===== src/rtl/branch_ctrl_pkg.sv =====
// Shared branch-control types: redirect FSM states and the 3-bit branch field encoding.
package branch_ctrl_pkg;

  typedef enum logic [1:0] {
    IDLE     = 2'd0,
    PEND     = 2'd1,
    REDIRECT = 2'd2
  } br_state_e;

  // Branch field of the instruction word; zero means "not a branch".
  // Decoded upstream by the decoder and the condition unit.
  typedef enum logic [2:0] {
    BR_NONE = 3'd0,
    BR_JUMP = 3'd1,
    BR_BEQZ = 3'd2,
    BR_BNEZ = 3'd3,
    BR_BLTZ = 3'd4,
    BR_BGEZ = 3'd5,
    BR_BSCO = 3'd6
  } br_op_e;

endpackage


===== src/rtl/branch_redirect_ctrl_sat_counter.sv =====
// Up-counter that sticks at all-ones; clear has priority over inc.
module sat_counter #(
  parameter int W = 16
) (
  input  logic         clk,
  input  logic         clear,
  input  logic         inc,
  output logic [W-1:0] count
);

  always_ff @(posedge clk) begin
    if (clear) begin
      count <= '0;
    end else if (inc && (count != '1)) begin
      count <= count + W'(1);
    end
  end

endmodule


===== src/rtl/branch_redirect_ctrl.sv =====
// Control-hazard sequencer: tracks one in-flight branch (predict-not-taken) and
// issues a one-cycle registered PC redirect plus IF/ID and ID/EX flush on a taken resolution.
module branch_redirect_ctrl
  import branch_ctrl_pkg::*;
#(
  parameter int ADDR_W = 16,
  parameter int CNT_W  = 16
) (
  input  logic              clk,
  input  logic              rst,
  input  logic              id_valid,
  input  logic              id_branch,
  input  logic              ex_resolve,
  input  logic              ex_brchcnd,
  input  logic [ADDR_W-1:0] ex_target,
  input  logic              pipe_stall,
  output logic              fetch_hold,
  output logic              redirect_valid,
  output logic [ADDR_W-1:0] redirect_pc,
  output logic              flush_if_id,
  output logic              flush_id_ex,
  output logic              busy,
  output logic [CNT_W-1:0]  taken_cnt,
  output logic              proto_err
);

  br_state_e state;
  br_state_e state_nxt;
  logic      id_br;
  logic      take;
  logic      proto_set;

  assign id_br = id_valid & id_branch;

  always_ff @(posedge clk) begin
    if (rst) begin
      state <= IDLE;
    end else begin
      state <= state_nxt;
    end
  end

  always_comb begin
    state_nxt = state;
    take      = 1'b0;
    proto_set = 1'b0;
    if (!pipe_stall) begin
      case (state)
        IDLE: begin
          proto_set = ex_resolve;
          if (id_br) state_nxt = PEND;
        end
        PEND: begin
          if (ex_resolve) begin
            if (ex_brchcnd) begin
              // The ID-stage branch, if any, is on the wrong path and gets flushed.
              state_nxt = REDIRECT;
              take      = 1'b1;
            end else if (!id_br) begin
              state_nxt = IDLE;
            end
          end
        end
        REDIRECT: state_nxt = IDLE;
        default:  state_nxt = IDLE;
      endcase
    end
  end

  // A second branch may not enter EX until the tracked one resolves.
  assign fetch_hold = (state == PEND) & id_br & ~ex_resolve;
  assign busy       = (state != IDLE);

  // Redirect pulses track REDIRECT occupancy, so a stall stretches them naturally.
  always_ff @(posedge clk) begin
    if (rst) begin
      redirect_valid <= 1'b0;
      flush_if_id    <= 1'b0;
      flush_id_ex    <= 1'b0;
      redirect_pc    <= '0;
      proto_err      <= 1'b0;
    end else begin
      redirect_valid <= (state_nxt == REDIRECT);
      flush_if_id    <= (state_nxt == REDIRECT);
      flush_id_ex    <= (state_nxt == REDIRECT);
      if (take) redirect_pc <= ex_target;
      if (proto_set) proto_err <= 1'b1;
    end
  end

  sat_counter #(
    .W(CNT_W)
  ) u_taken_cnt (
    .clk   (clk),
    .clear (rst),
    .inc   (take),
    .count (taken_cnt)
  );

endmodule


===== config.mk =====
export PLATFORM = sky130hd
export DESIGN_NAME = branch_redirect_ctrl
export DESIGN_NICKNAME = d
export VERILOG_FILES = /design/src/rtl/branch_ctrl_pkg.sv /design/src/rtl/branch_redirect_ctrl_sat_counter.sv /design/src/rtl/branch_redirect_ctrl.sv
export SDC_FILE = /design/constraint.sdc
export NUM_CORES = 1
export LEC_CHECK = 0
export BUFFER_PORTS_ARGS = -buffer_cell sky130_fd_sc_hd__clkbuf_2
export CORE_MARGIN = 3
export CORE_UTILIZATION = 49
export CTS_CLUSTER_SIZE = 16
export DETAILED_ROUTE_END_ITERATION = 10
export PLACE_DENSITY = 0.76
export SYNTH_ARGS = -nofsm -noshare
export SYNTH_HDL_FRONTEND = slang
export SYNTH_HIERARCHICAL = 1
export SYNTH_SLANG_ARGS = --single-unit

===== constraint.sdc =====
create_clock -name clk -period 2.4 [get_ports clk]
set_clock_uncertainty 0.15 [all_clocks]
set_input_delay 0.6 -clock clk [delete_from_list [all_inputs] [get_ports clk]]
set_output_delay 0.6 -clock clk [all_outputs]
set_load 0.01 [all_outputs]

* After elaboration in Yosys (flattened, before gate mapping)
Index checks and enable logic that the tools add are counted.
** Word-level totals
- Word-level logic and storage cells :: 28
- Input port bits :: 23
- Register bits :: 36
- Output and inout bits :: 38
** Operators by class
- Reductions and logical operators :: 3
- Bitwise gates (word level) :: 4
- Add/sub/neg operators :: 1
- Equality and inequality tests :: 3
- Multiplexer cells :: 12
** Operator list (count)
- adder 16 x 1 -> 16 bit, second input constant :: 1
- inequality test 16 bit, second input constant :: 1
- two-way mux 2 bit :: 5
- two-way mux 1 bit :: 6
- case mux 2 bit (2 select lines) :: 1
- AND 1 bit :: 3
- == test 2 x 1 -> 1 bit, second input constant :: 1
- == test 2 bit, second input constant :: 1
- zero test 2 bit :: 1
- nonzero test 2 bit :: 1
- logical AND 1 bit :: 1
- NOT 1 bit :: 1

* Longest topological paths before layout
Gate-level depths: netlist of run 1.
- Depth after elaboration :: 7
- Mapped depth :: 8
- Depth with buffers taken out :: 7

* By module
The synthesis of run 1 kept the hierarchy.
** Modules (own cells, without submodules)
- branch_redirect_ctrl :: cells each 92, area each 924.6 um^2, sequential area each 400.4 um^2, times used 1
- sat_counter :: cells each 99, area each 848.3 um^2, sequential area each 320.3 um^2, times used 1

* Worst setup path before layout of run 1
OpenSTA, ideal clock, no wires.
- Path type :: input to register
- From :: in pipe_stall
- To :: reg u_taken_cnt.count[7]
- Data arrival time :: 2.072 ns
- Cell stages on the path :: 7
- Slack :: 0.108 ns
- Data required time :: 2.180 ns
- Setup time :: 0.070 ns
- Path buffers :: 2
- Cell sequence :: or3_4 -> clkinv_4 -> buf_12 -> nand2_1 -> clkbuf_1 -> or4_1 -> a21oi_1
** Between the ends
- Cells in the longest elaborated chain, start to end :: 2
** RTL lines
- start: declaration :: line branch_redirect_ctrl.sv:16 : input logic pipe_stall,
- two-way mux 1 bit :: line branch_redirect_ctrl.sv:47 : if (!pipe_stall) begin
- named net take :: line branch_redirect_ctrl.sv:30 : logic take;
- logical AND 1 bit :: line branch_redirect_ctrl_sat_counter.sv:14 : end else if (inc && (count != '1)) begin
- end signal: assignment :: line branch_redirect_ctrl_sat_counter.sv:15 : count <= count + W'(1);
- end: declaration :: line branch_redirect_ctrl_sat_counter.sv:8 : output logic [W-1:0] count
The timed path passes the listed nets, and every way through them passes these cells.
A chain may end at the register's enable or synchronous reset.

* Worst setup path in the final report of run 1
- From :: reg state[0]
- To :: reg u_taken_cnt.count[11]
** Between the ends
- Cells in the longest elaborated chain, start to end :: 4
** RTL lines
- start: declaration :: line branch_redirect_ctrl.sv:27 : br_state_e state;
- start signal: assignment :: line branch_redirect_ctrl.sv:39 : state <= state_nxt;
- == test 2 x 1 -> 1 bit :: line branch_redirect_ctrl.sv:48 : case (state)
- two-way mux 1 bit :: line branch_redirect_ctrl.sv:48
- two-way mux 1 bit :: line branch_redirect_ctrl.sv:47
- logical AND 1 bit :: line branch_redirect_ctrl_sat_counter.sv:14
No other way between the ends.

==> flow_summary_export.csv, run 1 <==
group,metric,value,unit
run_status,outcome,"finished, final reports clean",
grt,track_usage,18.1,%
yosys,ys_seq_area_share,40.6,%
yosys,yosys.area.top_type_share,40.6,%
yosys,postSynthAreaPerCell,9.28,um^2
yosys,synthCells,191,
critical_path,slowest_stage,"dfxtp_1",
floorplan,start_util,51.9,%
route,dr.pass1.iters,4,
sta,slew_headroom,60.4,%
yosys,yosys.area.top_type,"dfxtp_1",
clock_network,cts.htree.levels,2,
grt,antenna_found_initial,0,
power_and_ir_drop,leakage,0.882,nW
yosys,synth-compound-area-share,10.2,%
power_and_ir_drop,power_density,479,nW/um^2
critical_path,path_cells,"nand2b_1, or3_4, clkinv_4, nand2_1, nor4bb_1, mux2_2",
route,viasPerCell,5.36,
critical_path,critPathBufInv,1,
clock_network,clk_latency,0.33,ns
sta,fin_crit_sh,91.6,%
yosys,synth_xor_area_share,0.988,%
critical_path,start_kind,"flop",
power_and_ir_drop,power_switching,0.231,mW
power_and_ir_drop,p_comb_share,7.3,%
power_and_ir_drop,clockPowerShare,34.4,%
grt,busiest_layer,"met2",
cells_and_area,syn2layout_area_growth,22.4,%
floorplan,die_width,66.2,um
sta,rsz0062_at_grt,"false",
critical_path,endpoint_kind,"flop",
yosys,synth_fa_ha_area_share,0.706,%
sta,hold_slack,0.326,ns
grt,gr-total-overflow,0,
clock_network,postCtsHoldBufs,0,
sta,hold_viol,0,
placed_design,io_buffers,60,
yosys,yosysUniqueCellTypes,43,
clock_network,numCtsBuffers,5,
yosys,synth_area,1770,um^2
power_and_ir_drop,vdd_drop_max,0.000267,V
critical_path,worst_ep_required_time,2.47,ns
yosys,synth_common_cells,"dfxtp_1, nand2b_1, mux2i_1",
route,wl_per_cell,12.4,um
route,ant_nets,0,
yosys,synth.most_common_cell,"dfxtp_1",
grt,met2_usage,28.9,%
sta,report.final.slew_viol_count,0,
power_and_ir_drop,p_int,0.810,mW
route,drcViolationCount,0,
clock_network,ctsResizeCount,0,
yosys,synth-async-reset-ratio,0,%
critical_path,crit_arrival,2.27,ns
grt,grtUsageMet1,22.7,%
placed_design,dp_hpwl,2700,um
sta,setup_violations,0,
grt,grt_pass1_vias,1419,
cells_and_area,antenna_cells,0,
yosys,muxShareOfSynthArea,10.2,%
grt,grt_first_pass_wirelength,6200,um
clock_network,cts.clk_slew.worst_paths,0.11,ns
floorplan,fp.dieArea,4380,um^2
power_and_ir_drop,seqPwrFrac,58.4,%
clock_network,cts_tree,"yes",
route,totalWireLength,3720,um
sta,period_minus_slack,2.20,ns
clock_network,clock_sinks,36,
cells_and_area,fin_nets,277,
min_path,min_path_type,"flop to flop",
flow_run,maxCapViolations,0,
yosys,synth_top_family_by_area,"simple AND/OR/NAND/NOR gates",
yosys,ys.flop_type,"dfxtp_1",
floorplan,ios,61,
clock_network,post_cts_buffers,0,
cells_and_area,design_area,2170,um^2
cells_and_area,fin_util,63.6,%
clock_network,cts_buffer_depth,2,
yosys,ys_top_cells_by_area,"dfxtp_1, nand2b_1, mux2i_1",
floorplan,die_h,66.2,um
power_and_ir_drop,p_sw_share,22.2,%
grt,met3_usage,5.27,%
critical_path,crit_type,"flop to flop",
yosys,synth_fp_nets,215,
placed_design,dpl_cell_area,2110,um^2
yosys,synth-edff-count,0,
critical_path,crit_fanout,11,
critical_path,cp_top_family,"simple AND/OR/NAND/NOR gates",
sta,fmax,0.455,GHz
floorplan,row_count,21,
yosys,yosys_warnings,6,
placed_design,gp_congestion,0.827,
route,via_count,1602,
cells_and_area,drive_above_1_share,30.8,%
sta,tightestPinTransition,0.587,ns
power_and_ir_drop,power,1.04,mW
sta,setup_tns,0,ns
yosys,synth-seq-cells,36,
critical_path,max_stage_delay,0.44,ns
yosys,yosys.area_share.simple,32.4,%
grt,grt_max_degree,41,
floorplan,core_area,3420,um^2
route,drt-initial-drc-count,131,
clock_network,clock-root-buffer,"clkbuf_4",
final timing paths:
check / end / start / depth (start not counted) / slack (ns)
worst min-delay path: redirect_pc[2] / redirect_pc[2] / 2 / 0.33
worst max-delay path: u_taken_cnt/count[11] / state[0] / 6 / 0.20
worst min register to register: redirect_pc[2] / redirect_pc[2] / 2 / 0.33
worst max register to register: u_taken_cnt/count[11] / state[0] / 6 / 0.20
state kept, by name, indices dropped and copies added, names as in the netlist:
signal,flops
redirect_pc,16
u_taken_cnt/count,16
state,2
flush_id_ex,1
proto_err,1
routing by layer:
layer  routed length (um)  vias up
met5                    0        -
met4                   19        0
met3                  293        2
met2                 1760       52
met1                 1640      734
li1                     -      814
placed cells by master, fill, tap and decap left out, drive strengths merged, types with 2 or more instances in the layout:
cell	instances
clkbuf	67
dfxtp	36
nand2b	33
mux2i	17
a21oi	11
nand2	10
nor2	8
or4	7
nand3	6
o31ai	6
nor3	5
buf	5
inv	4
o21ai	4
nand4	4
or3	4
and4	3
nor4	3
xnor2	2
nor2b	2
cells by family (layout without fill, tap and decap cells):
logic type / after synthesis / count (layout)
buffers and inverters: 15 / 77
DFF: 36 / 36
and+or+nand+nor: 91 / 91
muxes: 18 / 18
adders and majority gates: 1 / 1
xor gates and xnor gates: 2 / 2
AOI/OAI and AO/OA: 28 / 28
final cells by class:
type	instances	area, um^2
multi-input combinational	140	966
clock buffer	7	65.1
inverter	5	23.8
tap	46	57.6
sequential	36	721
timing repair buffer	65	338
fill	310	1240
worst reg2reg max path, cell delays in order (launching register included):
cell	delay (ns)
dfxtp_1	0.44
nand2b_1	0.11
or3_4	0.40
clkinv_4	0.08
nand2_1	0.18
nor4bb_1	0.37
mux2_2	0.37
power groups by stage:
stage	clock network [mW]	logic [mW]	registers, mW
2_1_floorplan	0	0.0400	0.623
3_3_place_gp	0	0.0756	0.621
3_5_place_dp	0	0.0763	0.621
4_1_cts	0.366	0.0764	0.607
5_1_grt	0.387	0.0848	0.609
6_report	0.357	0.0756	0.608
per-stage QoR:
stage / std cells / worst slack, ns
finish: 299 / 0.200
global placement: 292 / 0.0580
CTS: 299 / 0.225
floorplan: 191 / 0.108
detailed placement: 292 / 0.0181
global route: 299 / 0.0607
No activity file was read; power rests on OpenSTA's default activity.
==> run 2, diff against run 1 <==
--- a/config.mk
+++ b/config.mk
@@ -12,3 +12,3 @@
 export DETAILED_ROUTE_END_ITERATION = 10
-export PLACE_DENSITY = 0.76
+export PLACE_DENSITY = 0.78
 export SYNTH_ARGS = -nofsm -noshare
==> constraint.sdc (replaced) <==
create_clock -name clk -period 2.4 [get_ports clk]
set_clock_uncertainty 0.15 [all_clocks]
set_input_delay 0.24 -clock clk [delete_from_list [all_inputs] [get_ports clk]]
set_output_delay 0.24 -clock clk [all_outputs]
set_load 0.01 [all_outputs]
==> flow_summary_export.csv, run 2 (synthesis gave the netlist of run 1 again) <==
group,metric,value,unit
cells_and_area,antenna_cells,0,
placed_design,io_buffers,60,
floorplan,row_count,21,
critical_path,worst_ep_required_time,2.50,ns
route,totalWireLength,4010,um
route,dr.pass1.iters,4,
grt,met3_usage,6.29,%
clock_network,clock_sinks,36,
critical_path,critPathBufInv,1,
sta,fmax,0.445,GHz
cells_and_area,design_area,2300,um^2
critical_path,cp_num_cells,6,
critical_path,max_stage_delay,0.40,ns
grt,grt_first_pass_wirelength,6560,um
power_and_ir_drop,vdd_drop_max,0.000403,V
power_and_ir_drop,p_sw_share,23.7,%
grt,grtUsageMet1,21.6,%
clock_network,cts_buffer_depth,2,
clock_network,ctsResizeCount,0,
power_and_ir_drop,power_switching,0.248,mW
critical_path,crit_arrival,2.34,ns
placed_design,dp_hpwl,2660,um
sta,hold_slack,0.0740,ns
clock_network,postCtsHoldBufs,16,
sta,slew_headroom,47.0,%
placed_design,gp_congestion,0.730,
critical_path,cp_top_family,"simple AND/OR/NAND/NOR gates",
sta,report.final.slew_viol_count,0,
grt,gr-total-overflow,0,
sta,rsz0062_at_grt,"false",
critical_path,endpoint_kind,"flop",
power_and_ir_drop,power,1.04,mW
sta,setup_violations,0,
floorplan,fp.dieArea,4380,um^2
flow_run,maxCapViolations,0,
clock_network,post_cts_buffers,0,
critical_path,slowest_stage,"or3_4",
clock_network,numCtsBuffers,5,
cells_and_area,mostFrequentLayoutCell,"clkbuf_2",
grt,met2_usage,33.6,%
floorplan,die_width,66.2,um
power_and_ir_drop,leakage,0.935,nW
cells_and_area,layout_common_cells,"clkbuf_2, dfxtp_1, nand2b_1, mux2i_1, dlygate4sd3_1",
power_and_ir_drop,p_int,0.797,mW
route,ant_nets,0,
cells_and_area,drive_above_1_share,28.5,%
cells_and_area,fin_util,67.5,%
critical_path,r2r-end,"u_taken_cnt/count[11]",
clock_network,cts.clk_slew.worst_paths,0.11,ns
cells_and_area,syn2layout_area_growth,30.0,%
clock_network,clk_latency,0.34,ns
clock_network,cts_tree,"yes",
grt,busiest_layer,"met2",
power_and_ir_drop,p_comb_share,8.9,%
clock_network,cts.htree.levels,2,
cells_and_area,reg.largest.list,"redirect_pc: 16 flops, u_taken_cnt/count: 16 flops, state: 2 flops",
sta,period_minus_slack,2.25,ns
critical_path,ff2ff_setup_slack,0.15,ns
floorplan,core_area,3420,um^2
placed_design,dpl_cell_area,2080,um^2
route,viasPerCell,5.40,
run_status,outcome,"finished, final reports clean",
critical_path,path_cells,"nand2b_1, or3_4, clkinv_4, nand2_1, nor4bb_1, mux2_2",
sta,tightestPinTransition,0.795,ns
route,drt-initial-drc-count,73,
critical_path,endpoint,"u_taken_cnt/count[11]",
route,wl_per_cell,12.8,um
sta,hold_viol,0,
power_and_ir_drop,clockPowerShare,32.9,%
floorplan,die_h,66.2,um
grt,grt_pass1_vias,1511,
route,via_count,1689,
critical_path,reg2reg_depth,6,
grt,antenna_found_initial,0,
floorplan,start_util,51.9,%
grt,grt_max_degree,54,
critical_path,rr_startpoint,"state[1]",
cells_and_area,fin_nets,290,
critical_path,crit_path_start,"state[1]",
min_path,min_path_type,"input port to flop",
power_and_ir_drop,seqPwrFrac,58.2,%
clock_network,clock-root-buffer,"clkbuf_4",
power_and_ir_drop,power_density,453,nW/um^2
route,drcViolationCount,0,
sta,fin_crit_sh,93.5,%
critical_path,start_kind,"flop",
grt,track_usage,19.2,%
critical_path,crit_type,"flop to flop",
critical_path,crit_fanout,14,
sta,setup_tns,0,ns
floorplan,ios,61,
[run 2: changes by cell type in the layout (fill, tap and decap cells not counted)]
cell / delta
clkinv_2: +2
clkbuf_8: -1
buf_4: -3
dlygate4sd3_1: +16
[run 2: worst min path at each step]
stage                 endpoint  depth (start not counted)             from  slack (ns)
2_1_floorplan   redirect_pc[0]                          2     ex_target[0]        0.24
3_3_place_gp         proto_err                          2        proto_err        0.30
3_5_place_dp   redirect_pc[14]                          2  redirect_pc[14]        0.31
4_1_cts               state[1]                          3       pipe_stall        0.06
5_1_grt               state[1]                          3       pipe_stall        0.08
6_report              state[1]                          3       pipe_stall        0.07
[run 2: per-layer routing]
layer | vias up | part of all wire [%]
met2 | 59 | 47
met1 | 781 | 43
met5 | - | 0
met4 | 0 | 1.6
met3 | 8 | 7.8
li1 | 841 | -
[run 2: stage by stage]
| stage | setup slack [ns] | instances |
|---|---|---|
| after floorplan | 0.255 | 191 |
| after CTS | 0.166 | 313 |
| after global routing | 0.0123 | 313 |
| after detailed placement | 0.184 | 289 |
| after global placement | 0.218 | 289 |
| final | 0.155 | 313 |
[run 2: power by group through the flow]
| stage | Clock (mW) | Combinational, mW | Sequential, mW |
|---|---|---|---|
| floorplan | 0 | 0.0400 | 0.623 |
| global placement | 0 | 0.0719 | 0.621 |
| global route | 0.370 | 0.103 | 0.609 |
| CTS | 0.354 | 0.0930 | 0.607 |
| finish | 0.344 | 0.0932 | 0.607 |
| detailed placement | 0 | 0.0731 | 0.621 |
[run 2: worst reg2reg max path, cell delays in order, from the launching register on]
cell and delay (ns):
dfxtp_1 0.35, nand2b_1 0.16, or3_4 0.40, clkinv_4 0.14, nand2_1 0.22, nor4bb_1 0.36
mux2_2 0.37
[run 2: area by class of cell]
type	instances	area, um^2
Inverter	5	23.8
Timing Repair Buffer	78	475
Fill cell	267	1110
Multi-Input combinational cell	140	966
Tap cell	46	57.6
Clock buffer	6	51.3
Clock inverter	2	10.0
Sequential cell	36	721
